--- src/rtl/router_pkg.sv ---
// router_pkg: shared types and constants for the 1x3 router packet sequencer
package router_pkg;
  localparam int NUM_PORTS = 3;
  localparam int ADDR_W = 2;
  localparam logic [ADDR_W-1:0] INVALID_ADDR = 2'b11;
  typedef enum logic [2:0] {
    DA  = 3'd0,
    LFD = 3'd1,
    LD  = 3'd2,
    FFS = 3'd3,
    LAF = 3'd4,
    LP  = 3'd5,
    CPE = 3'd6,
    WTE = 3'd7
  } state_t;
endpackage

--- src/rtl/router_fsm.sv ---
// router_fsm: sequences header/payload/parity writes of the 1x3 router into the addressed FIFO
// ports: clk, resetn (async active-low); pkt_valid, data_in (header address), fifo_full (addressed FIFO),
//        fifo_empty/soft_rst (per port), parity_done, low_pkt_valid in;
//        busy, detect_add, lfd_state, ld_state, laf_state, full_state, write_enb_reg, rst_int_reg out (Moore)
module router_fsm
  import router_pkg::*;
(
  input  logic                 clk,
  input  logic                 resetn,
  input  logic                 pkt_valid,
  input  logic [ADDR_W-1:0]    data_in,
  input  logic                 fifo_full,
  input  logic [NUM_PORTS-1:0] fifo_empty,
  input  logic [NUM_PORTS-1:0] soft_rst,
  input  logic                 parity_done,
  input  logic                 low_pkt_valid,
  output logic                 busy,
  output logic                 detect_add,
  output logic                 lfd_state,
  output logic                 ld_state,
  output logic                 laf_state,
  output logic                 full_state,
  output logic                 write_enb_reg,
  output logic                 rst_int_reg
);
  state_t state, nxt;
  logic [ADDR_W-1:0] addr_q, addr_d;
  logic hdr_ok;
  assign hdr_ok = pkt_valid && data_in != INVALID_ADDR && int'(data_in) < NUM_PORTS;
  always_ff @(posedge clk or negedge resetn) begin
    if (!resetn) begin
      state  <= DA;
      addr_q <= '0;
    end else begin
      state  <= nxt;
      addr_q <= addr_d;
    end
  end
  always_comb begin
    nxt    = state;
    addr_d = addr_q;
    case (state)
      DA: if (hdr_ok) begin
        addr_d = data_in;
        nxt    = fifo_empty[data_in] ? LFD : WTE;
      end
      WTE: nxt = fifo_empty[addr_q] ? LFD : WTE;
      LFD: nxt = LD;
      LD:  nxt = fifo_full ? FFS : (!pkt_valid ? LP : LD);
      FFS: nxt = fifo_full ? FFS : LAF;
      LAF: nxt = parity_done ? DA : (low_pkt_valid ? LP : LD);
      LP:  nxt = CPE;
      CPE: nxt = fifo_full ? FFS : DA;
      default: nxt = DA;
    endcase
    // a read timeout on the packet's own port abandons it from any active state
    if (state != DA && soft_rst[addr_q]) nxt = DA;
  end
  always_comb begin
    detect_add    = state == DA;
    lfd_state     = state == LFD;
    ld_state      = state == LD;
    laf_state     = state == LAF;
    full_state    = state == FFS;
    rst_int_reg   = state == CPE;
    write_enb_reg = state == LFD || state == LD || state == LP || state == LAF;
    busy          = !(state == DA || state == LD);
  end
endmodule

--- config.mk ---
export PLATFORM = sky130hd
export DESIGN_NAME = router_fsm
export DESIGN_NICKNAME = d
export VERILOG_FILES = /design/src/rtl/router_pkg.sv /design/src/rtl/router_fsm.sv
export SDC_FILE = /design/constraint.sdc
export NUM_CORES = 1
export LEC_CHECK = 0
export CORE_MARGIN = 8
export CORE_UTILIZATION = 34
export DETAILED_ROUTE_END_ITERATION = 10
export PLACE_DENSITY_LB_ADDON = 0.1
export SYNTH_ARGS = -nofsm -noshare
export SYNTH_HDL_FRONTEND = slang
export SYNTH_SLANG_ARGS = --single-unit
--- constraint.sdc ---
create_clock -name clk -period 1.3 [get_ports clk]
set_input_delay 0.195 -clock clk [delete_from_list [all_inputs] [get_ports clk]]
set_output_delay 0.195 -clock clk [all_outputs]
set_load 0.03 [all_outputs]
==> results <==
cell usage after synthesis, types with 3 or more instances:
library cell  number  area [um2]
a21oi_1            6       30.03
dfrtp_1            5       125.1
nor2_1             5       18.77
mux2i_1            4       40.04
o21ai_0            4       20.02
a211oi_1           3       22.52
inv_1              3       11.26
nand2b_1           3       18.77
nor3_1             3       15.01
registers in the layout, summed over array words and instances, names as in the netlist:
| name | flops |
|---|---|
| addr_q | 2 |
| state | 3 |
area by class of cell:
type                            count  area (um2)  share of cell area, %
Multi-Input combinational cell     44       371.6                  42.01
Sequential cell                     5       125.1                  14.14
Inverter                            4       25.02                  2.829
Tap cell                           15       18.77                  2.122
Timing Repair Buffer               33       317.8                  35.93
Clock buffer                        4       26.28                  2.970
cells in the final DEF (no fill, tap or decap), types with 2 or more instances in the layout:
cell type / instances
clkdlybuf4s50_1: 13
buf_6: 10
buf_4: 10
dfrtp_1: 5
mux2i_1: 4
o21ai_0: 4
nor2_4: 3
a21oi_2: 3
a21oi_1: 3
clkbuf_4: 3
nand2b_1: 2
nor3_1: 2
a211oi_2: 2
logic make-up (layout without fill, tap and decap cells):
group                     Yosys count  in the layout  synth area share, %
AOI/OAI and AO/OA                  20             20                27.75
and+or+nand+nor                    19             19                24.45
buffers and inverters               8             41                9.613
DFF                                 5              5                27.47
muxes                               4              4                8.792
xor gates and xnor gates            1              1                1.923
worst reg2reg max path: cells and delay by family, from the launching register on:
family,cells,cell delay (ns)
and+or+nand+nor,2,0.47
DFF,1,0.39
AOI/OAI and AO/OA,2,0.37
buffers and inverters,1,0.07
final timing paths:
path	from	endpoint	slack, ns	cells past startpoint
max	state[0]$_DFFE_PN0P_	detect_add	-0.13	3
min	resetn	state[1]$_DFFE_PN0P_	0.18	1
max reg2reg	state[0]$_DFFE_PN0P_	state[1]$_DFFE_PN0P_	-0.09	5
min reg2reg	addr_q[0]$_DFFE_PN0P_	addr_q[0]$_DFFE_PN0P_	0.58	1
max in group asynchronous	resetn	addr_q[1]$_DFFE_PN0P_	0.93	1
min in group clk	addr_q[0]$_DFFE_PN0P_	addr_q[0]$_DFFE_PN0P_	0.58	1
where the power goes:
group	internal, mW	switching (mW)	total (mW)
Clock	0.116	0.0617	0.178
Combinational	0.789	0.852	1.64
Sequential	0.230	0.0792	0.310
Total	1.14	0.993	2.13
metal layers:
metal | vias up | wire, um
met1 | 248 | 530
met3 | 2 | 108
met4 | 0 | 19
met5 | - | 0
li1 | 280 | -
met2 | 18 | 790
what timing repair did:
item                       4_1_cts  5_1_grt
buffers inserted                 1        3
pin swaps                        3        3
cloned                           0        0
setup endpoints to repair       11       13
resized for setup               12       16
per-stage QoR:
stage / worst slack, ns / area [um2]
after floorplan: -0.09920 / 513.0
after global placement: -0.1117 / 729.5
after detailed placement: -0.1191 / 729.5
after CTS: -0.1291 / 807.0
after global routing: -0.1876 / 884.6
final: -0.1322 / 884.6
==> flow_metrics.py <==
metrics = {
    "clock_network": {
        "hold_buffers": 0,
        "cts-htree-levels": 1,
        "ctsLongestPathBuffers": 2,
        "cts_tree": "built",
        "ctsRootBufferMaster": "clkbuf_4",
        "clk_transition_reported_paths_ns": 0.04,
        "cts.sinks": 5,
        "numCtsBuffers": 3,
        "insertion_delay_ns": 0.24,
    },
    "sta": {
        "fin_ws_ns": -0.1322,
        "rsz0062_at_grt": "yes",
        "skew_ns": 0.004730,
        "fin_crit_sh_pct": 110.2,
        "tightest_slew_ns": 0.3138,
        "max-slew-margin-rel_pct": 78.86,
        "tns_ns": -0.6035,
        "clock.fmax_mhz": 698.2,
        "hold_viol_final": 0,
        "timing.hold.ws_ns": 0.1771,
        "finalCriticalPeriod_ns": 1.432,
        "setup_viol": 10,
        "drv_slew": 0,
    },
    "global_routing": {
        "grt_pass1_wl_um": 2035,
        "grt-ovfl-total": 0,
        "met1_usage_pct": 10.16,
        "grt_pass1_vias": 499,
        "track_usage_pct": 9.784,
        "grt_max_degree": 9,
        "grt.met3_usage_pct": 4.545,
        "use_met2_pct": 16.01,
        "antenna_found_initial": 0,
        "busiest_layer": "met2",
    },
    "worst_setup_path": {
        "cp.arrival_ns": 1.24,
        "end_kind": "output port",
        "crit_chain": "or3_4 > clkinv_4 > buf_6",
        "cp_top_family": "simple AND/OR/NAND/NOR gates",
        "crit_type": "reg -> out",
        "required_ns": 1.11,
        "critPathLaunchType": "flip-flop",
        "slowest_delay_ns": 0.41,
        "cp_slowest_cell": "or3_4",
        "worstPathMaxFanout": 3,
        "path_buf_inv": 2,
    },
    "synthesis": {
        "syn_area_um2": 455.4,
        "syn_inst": 57,
        "synth.net_count": 71,
        "synthDistinctLibCells": 30,
        "yosysWarnings": 0,
        "synth_enable_flop_cells": 0,
        "synth-seq-cells": 5,
        "synth_top_flop_cell": "dfrtp_1",
        "ys_seq_area_share_pct": 27.47,
        "ys_async_sr_fraction_pct": 100.0,
        "postSynthAreaPerCell_um2": 7.990,
    },
    "floorplan": {
        "ios": 22,
        "die_y_um": 52.60,
        "core_um2": 1269,
        "die_area_um2": 2767,
        "die_x_um": 52.60,
        "initial_core_util_pct": 35.90,
        "rows": 13,
    },
    "drt": {
        "drc_errors": 0,
        "vias": 548,
        "dr.first_iter.drc_count": 5,
        "drt-total-wl_um": 1449,
        "ant_nets": 0,
        "vias_per_cell": 5.219,
        "dr.pass1.iters": 4,
        "wl_per_cell_um": 13.80,
    },
    "place": {
        "placedCellCount": 97,
        "io_buffers": 21,
        "hpwl_um": 1058,
        "place.gp.congestion": 0.7633,
    },
    "worst_hold_path": {
        "hold_class": "in -> async",
    },
    "flow_run": {
        "maxCapViolations": 0,
    },
    "pwr": {
        "p_per_area_nw_per_um2": 2406,
        "leakagePower_nw": 0.3723,
        "total_power_mw": 2.128,
        "vdd_ir_drop_max_mv": 1.457,
    },
    "finish": {
        "antennaDiodeCount": 0,
        "post_layout_nonfiller_instances": 105,
        "post-route-util_pct": 69.72,
        "nets": 105,
        "drive_gt1_share_pct": 46.67,
        "area_delta_synth_final_pct": 94.23,
        "num-fill-cells": 108,
    },
    "run_status": {
        "status": "finished, violations left",
        "violations": "setup timing",
    },
}
No activity file was read; power rests on OpenSTA's default activity.
